### src/rtl/status_vector_reader.sv
// Packs single status bits pulled from a status value vector into WORD_W-bit words.
// Optional partial-word flush after TIMEOUT idle cycles: define STATUS_READER_TIMEOUT_EN.
module status_vector_reader #(
  parameter  int WORD_W  = 8,
  parameter  int TIMEOUT = 16,
  localparam int CNT_W   = $clog2(WORD_W + 1)
) (
  input  logic              clk_i,
  input  logic              rst_i,
  input  logic              sv_value_i,
  input  logic              sv_valid_i,
  output logic              sv_pull_o,
  output logic [WORD_W-1:0] word_o,
  output logic [CNT_W-1:0]  count_o,
  output logic [CNT_W-1:0]  ones_o,
  output logic              word_valid_o,
  input  logic              word_ready_i
);

  typedef enum logic {S_COLLECT = 1'b0, S_EMIT = 1'b1} state_t;

  localparam logic [CNT_W-1:0] LAST_POS = CNT_W'(WORD_W - 1);

  state_t             r_state;
  state_t             w_state_nxt;
  logic [WORD_W-1:0]  r_sr;
  logic [CNT_W-1:0]   r_bit_cnt;
  logic [CNT_W-1:0]   r_ones_cnt;
  logic               w_pull;
  logic               w_accept;
  logic               w_full;
  logic               w_flush;

  assign w_pull   = (r_state == S_COLLECT) && sv_valid_i && !rst_i;
  assign w_accept = (r_state == S_EMIT) && word_ready_i;
  assign w_full   = w_pull && (r_bit_cnt == LAST_POS);

`ifdef STATUS_READER_TIMEOUT_EN
  localparam int IDLE_W = $clog2(TIMEOUT + 1);

  logic [IDLE_W-1:0] r_idle_cnt;
  logic              w_idle;

  // Only a pending partial word ages; an empty register waits forever.
  assign w_idle  = (r_state == S_COLLECT) && (r_bit_cnt != '0) && !sv_valid_i;
  assign w_flush = w_idle && (r_idle_cnt == IDLE_W'(TIMEOUT - 1));

  always_ff @(posedge clk_i) begin
    if (rst_i || w_accept || w_pull) r_idle_cnt <= '0;
    else if (w_idle)                 r_idle_cnt <= r_idle_cnt + 1'b1;
  end
`else
  assign w_flush = 1'b0;
`endif

  always_ff @(posedge clk_i) begin
    if (rst_i) r_state <= S_COLLECT;
    else       r_state <= w_state_nxt;
  end

  always_comb begin
    w_state_nxt = r_state;
    case (r_state)
      S_COLLECT: if (w_full || w_flush) w_state_nxt = S_EMIT;
      S_EMIT:    if (word_ready_i)      w_state_nxt = S_COLLECT;
      default:   w_state_nxt = S_COLLECT;
    endcase
  end

  // Datapath: accept clears, a pull writes the next free bit position.
  always_ff @(posedge clk_i) begin
    if (rst_i || w_accept) begin
      r_sr       <= '0;
      r_bit_cnt  <= '0;
      r_ones_cnt <= '0;
    end else if (w_pull) begin
      for (int i = 0; i < WORD_W; i++)
        if (r_bit_cnt == CNT_W'(i)) r_sr[i] <= sv_value_i;
      r_bit_cnt  <= r_bit_cnt + 1'b1;
      r_ones_cnt <= r_ones_cnt + CNT_W'(sv_value_i);
    end
  end

  assign sv_pull_o    = w_pull;
  assign word_o       = r_sr;
  assign count_o      = r_bit_cnt;
  assign ones_o       = r_ones_cnt;
  assign word_valid_o = (r_state == S_EMIT);

endmodule

### config.mk
export PLATFORM = sky130hd
export DESIGN_NAME = status_vector_reader
export DESIGN_NICKNAME = d
export VERILOG_FILES = /design/src/rtl/status_vector_reader.sv
export SDC_FILE = /design/constraint.sdc
export NUM_CORES = 1
export LEC_CHECK = 0
export ABC_AREA = 0
export CAP_MARGIN = 25
export CORE_UTILIZATION = 45
export DETAILED_ROUTE_END_ITERATION = 8
export GPL_TIMING_DRIVEN = 0
export MAX_ROUTING_LAYER = met4
export PLACE_DENSITY_LB_ADDON = 0.05
export SETUP_SLACK_MARGIN = 0.05
export SLEW_MARGIN = 0
export SYNTH_ARGS = -nofsm -noshare
export SYNTH_HDL_FRONTEND = slang
export SYNTH_SLANG_ARGS = --single-unit
export TNS_END_PERCENT = 30
### constraint.sdc
create_clock -name clk_i -period 1.8 [get_ports clk_i]
set_clock_uncertainty 0.2 [all_clocks]
set_input_delay 0.27 -clock clk_i [delete_from_list [all_inputs] [get_ports clk_i]]
set_output_delay 0.27 -clock clk_i [all_outputs]
set_load 0.005 [all_outputs]
Word level (Yosys, flattened, before mapping)
Cells that the tools add are included.
{"block": "op_classes", "addsub": 2, "n_eq_ne": 7, "muxes": 3, "n_bitwise": 1, "n_reduce_logical": 15}
{"operator": "$eq 4x3->1 const B", "count": 4}
{"operator": "$reduce_and 2->1", "count": 8}
{"operator": "$eq 4x2->1 const B", "count": 2}
{"operator": "$add 4x1->4", "count": 1}
{"operator": "$add 4x1->4 const B", "count": 1}
{"operator": "$eq 4x1->1 const B", "count": 1}
{"operator": "$logic_and 1x1->1", "count": 4}
{"operator": "$logic_not 4->1", "count": 1}
{"operator": "$mux 1", "count": 2}
{"operator": "$pmux 1 s2", "count": 1}
{"operator": "$logic_not 1->1", "count": 1}
{"operator": "$logic_or 1x1->1", "count": 1}
{"operator": "$not 1->1", "count": 1}
{"block": "word_totals", "regBits": 17, "elab_cells": 39}

Logic depth before layout (Yosys ltp)
{"block": "depth", "ltp_word": 6, "ltp_mapped": 5, "mapped_depth_nobuf": 5}

Least setup slack after synthesis
No wires, ideal clock.
{"block": "synth_path", "kind": "register -> register", "startpoint": "register r_state, in the netlist word_valid_o", "endpoint": "register r_sr[1], in the netlist word_o[1]", "arrival_ns": 1.191, "required_ns": 1.479, "setup_slack_ns": 0.288, "path_stages_with_launch": 5, "path_buffers": 1, "cell_sequence": "dfxtp_1 or3b_1 buf_6 o311ai_1 nand2_1"}
{"block": "synth_between", "elab_chain_len": 4, "elab_cells_between_ends": 6, "cone_classes": "bitwise: 1; reduce/logical: 5"}
{"item": "start: declaration", "line_no": "24", "rtl": "state_t r_state;"}
{"item": "start signal: assignment", "line_no": "58", "rtl": "else r_state <= w_state_nxt;"}
{"item": "$not 1->1", "line_no": "34", "rtl": "assign w_pull = (r_state == S_COLLECT) && sv_valid_i && !rst_i;"}
{"item": "$logic_and 1x1->1 (2 in series)", "line_no": "34"}
{"item": "$reduce_and 2->1 (no source line)"}
{"item": "end signal: indexed assignment", "line_no": "78", "rtl": "if (r_bit_cnt == CNT_W'(i)) r_sr[i] <= sv_value_i;"}
{"item": "end: declaration", "line_no": "26", "rtl": "logic [WORD_W-1:0] r_sr;"}
Parallel ways exist; a longest one is shown, timed or not.
A chain may end at the register's enable or synchronous reset.

Worst setup path in the final report
{"block": "layout_path", "startpoint": "register r_state, in the netlist word_valid_o", "endpoint": "output port sv_pull_o"}
{"block": "layout_between", "elab_chain_len": 3}
{"item": "$not 1->1", "line_no": "34"}
{"item": "$logic_and 1x1->1 (2 in series)", "line_no": "34"}
{"item": "end: declaration", "line_no": "12", "rtl": "output logic sv_pull_o,"}
Every way passes these cells.

==> flow_summary_export.csv <==
group,metric,value,unit
floorplan,die_h,44.7,um
floorplan,die_area,0.00200,mm2
grt,grt_first_pass_wirelength,2870,um
cells_and_area,fin_util,66.4,%
drt,drt_pass1_iterations,4,
timing,hold_viol,0,
yosys,syn-cell-area,822,um2
yosys,synth_ff_type,"dfxtp_1",
power_and_ir_drop,power_switching,0.178,mW
grt,grt.total_usage,21.5,%
worst_setup_path,path_max_fanout,2,
power_and_ir_drop,power.total,0.686,mW
worst_setup_path,critPathTopFamily,"simple AND/OR/NAND/NOR gates",
placed_design,io_buffers,22,
power_and_ir_drop,seqPwrFrac,56.4,%
placed_design,place_congestion,0.737,
worst_setup_path,path_depth,4,
floorplan,chipWidth,44.7,um
clock_tree,clockBufferDepth,2,
power_and_ir_drop,p_per_area,598,mW/mm2
run_status,status,"complete, no violations",
clock_tree,htreeDepth,1,
worst_setup_path,worstPathRequired,1330,ps
drt,ant_nets,0,
grt,grt_pass1_vias,632,
yosys,synthTopCellsByCount,"20 x nand2_1, 17 x dfxtp_1, 8 x a21oi_1",
yosys,synthCells,91,
worst_setup_path,cp.buffers_inverters,3,
worst_setup_path,cpMostUsedCell,"buf_6",
timing,maxSlewViolCount,0,
timing,final-setup-viol-count,0,
worst_setup_path,critical_path.cell_chain,"or3b_4 -> buf_6 -> clkinv_8 -> buf_6",
timing,post-route-min-period,1750,ps
drt,vias,731,
yosys,yosys.area.top_type,"dfxtp_1",
worst_setup_path,arrival,1280,ps
yosys,ys_seq_elements,17,
yosys,synth_area_per_cell,9.03,um2
placed_design,dp_hpwl,1190,um
worst_setup_path,end_kind,"primary output",
cells_and_area,postLayoutCellArea,0.00115,mm2
worst_setup_path,worstSetupPathType,"flop to primary output",
power_and_ir_drop,p_sw_share,25.9,%
timing,rsz0062_at_grt,"true",
timing,max_freq,0.570,GHz
yosys,synth_top_area_share,41.4,%
timing,worstMarginPinSlew,507,ps
yosys,ys_types,21,
timing,maxSlewHeadroom,66.2,%
floorplan,ios,23,
drt,drc_errors,0,
clock_tree,cts_root_buf,"clkbuf_4",
drt,drtIter0Drc,17,
floorplan,rows,15,
floorplan,coreArea,0.00173,mm2
drt,drt-vias-per-instance,5.04,
worst_setup_path,r2r_cells,5,
power_and_ir_drop,power.internal,0.509,mW
floorplan,initial_core_util,47.6,%
yosys,syn_nets,102,
worst_setup_path,crit_path_top_delay_cell,"or3b_4",
worst_setup_path,startpoint_type,"flop",
yosys,synth-seq-area-share,41.4,%
power_and_ir_drop,leakage,0.481,nW
clock_tree,cts_sinks,17,
clock_tree,hold_buffers,0,
power_and_ir_drop,p_comb_share,12.4,%
yosys,synth_most_common_cell,"nand2_1",
grt,antenna_found_initial,0,
drt,wire_per_inst,12.8,um
clock_tree,clk_pin_slew,100,ps
cells_and_area,diodes,0,
clock_tree,cts_tree,"built",
cells_and_area,final_net_count,132,
yosys,synth-edff-count,0,
power_and_ir_drop,ir_drop,0.000544,V
grt,gr-total-overflow,0,
clock_tree,numCtsBuffers,3,
yosys,yosysWarnings,0,
cells_and_area,drive_above_1_share,15.0,%
timing,period_share,97.5,%
timing,finalSetupTns,0,ps
clock_tree,clk_latency,300,ps
cells_and_area,area_delta_synth_final,39.6,%
job,max-cap-violations,0,
power_and_ir_drop,pwr-share-clk,31.2,%
worst_hold_path,holdCritPathClass,"primary input to flop",
worst_hold_path,hold_depth,2,
drt,drt-total-wl,1850,um
yosys,synth.area.top_cells,"dfxtp_1 41%, ha_1 9.1%, nand2_1 9.1%",
cells_and_area,fill_cells,146,
placed_design,placed_area,0.00107,mm2
yosys,synthArstFlopShare,0,%
worst_setup_path,max_stage_delay,360,ps
timing,hold_ws,208,ps
grt,grt_start_max_net_pins,11,
## registers in the layout, summed over array words and instances (netlist names)
register / cells
count_o: 4
ones_o: 4
word_o: 8
word_valid_o: 1
## through the flow
| step | setup WS [ps] | instances |
|---|---|---|
| 6_report | 45.9 | 145 |
| 5_1_grt | 7.22 | 145 |
| 4_1_cts | 35.5 | 145 |
| 3_5_place_dp | -571 | 138 |
| 3_3_place_gp | -561 | 138 |
| 2_1_floorplan | 288 | 91 |
## power groups by stage
| stage | Clock, mW | Combinational, mW | Sequential [mW] |
|---|---|---|---|
| final | 0.214 | 0.0853 | 0.387 |
| after global routing | 0.242 | 0.0928 | 0.388 |
| after CTS | 0.225 | 0.0835 | 0.390 |
| after detailed placement | 0 | 0.0779 | 0.399 |
| after global placement | 0 | 0.0777 | 0.399 |
| after floorplan | 0 | 0.0396 | 0.399 |
## final timing paths
check | start | to | slack [ps]
setup / recovery | word_valid_o | sv_pull_o | 50
hold / removal | rst_i | word_valid_o | 210
setup reg to reg | word_valid_o | word_o[3] | 130
hold reg to reg | ones_o[3] | ones_o[3] | 260
## kinds of logic (layout without fill, tap and decap cells)
logic type	count (synthesis)	in the layout	share of synthesized area (%)
simple gates	42	42	26.9
mux	6	6	7.31
fa+ha+maj	6	6	9.13
compound gates	15	15	10.8
buf+inv	4	33	3.35
xor+xnor	1	1	1.07
flops	17	17	41.4
## what timing repair did
action                     in CTS  in global routing
pin swaps                       1                  0
gates cloned                    0                  0
setup endpoints to repair       6                 12
gates resized for setup        15                  4
setup buffers                   3                  0
## cell type report
| class | instances | area, um2 | share of cell area (%) |
|---|---|---|---|
| Inverter | 3 | 23.8 | 2.07 |
| Clock buffer | 4 | 26.3 | 2.29 |
| Sequential cell | 17 | 354 | 30.9 |
| Tap cell | 25 | 31.3 | 2.73 |
| Timing Repair Buffer | 25 | 240 | 20.9 |
| Multi-Input combinational cell | 70 | 460 | 40.1 |
| Buffer | 1 | 11.3 | 0.981 |
## per-layer routing
metal,GRT usage (%),wire [um],vias up
met4,10.9,44,0
met2,31.5,824,20
met3,9.60,94,6
met1,24.9,886,330
met5,-,0,-
li1,-,-,375
## cell usage in the layout, fill, tap and decap left out, types with 2 or more instances in the layout
cell	n
nand2_1	20
clkdlybuf4s50_1	18
dfxtp_1	12
nand3_1	7
a21oi_1	7
mux2i_1	6
ha_1	6
nor2b_1	5
nand2b_1	3
o21ai_0	3
o311ai_1	3
clkbuf_4	3
dfxtp_4	3
dlygate4sd2_1	3
buf_4	3
inv_1	2
buf_6	2
nor2_1	2
dfxtp_2	2
Note: power is estimated with default switching activity, not from simulation.
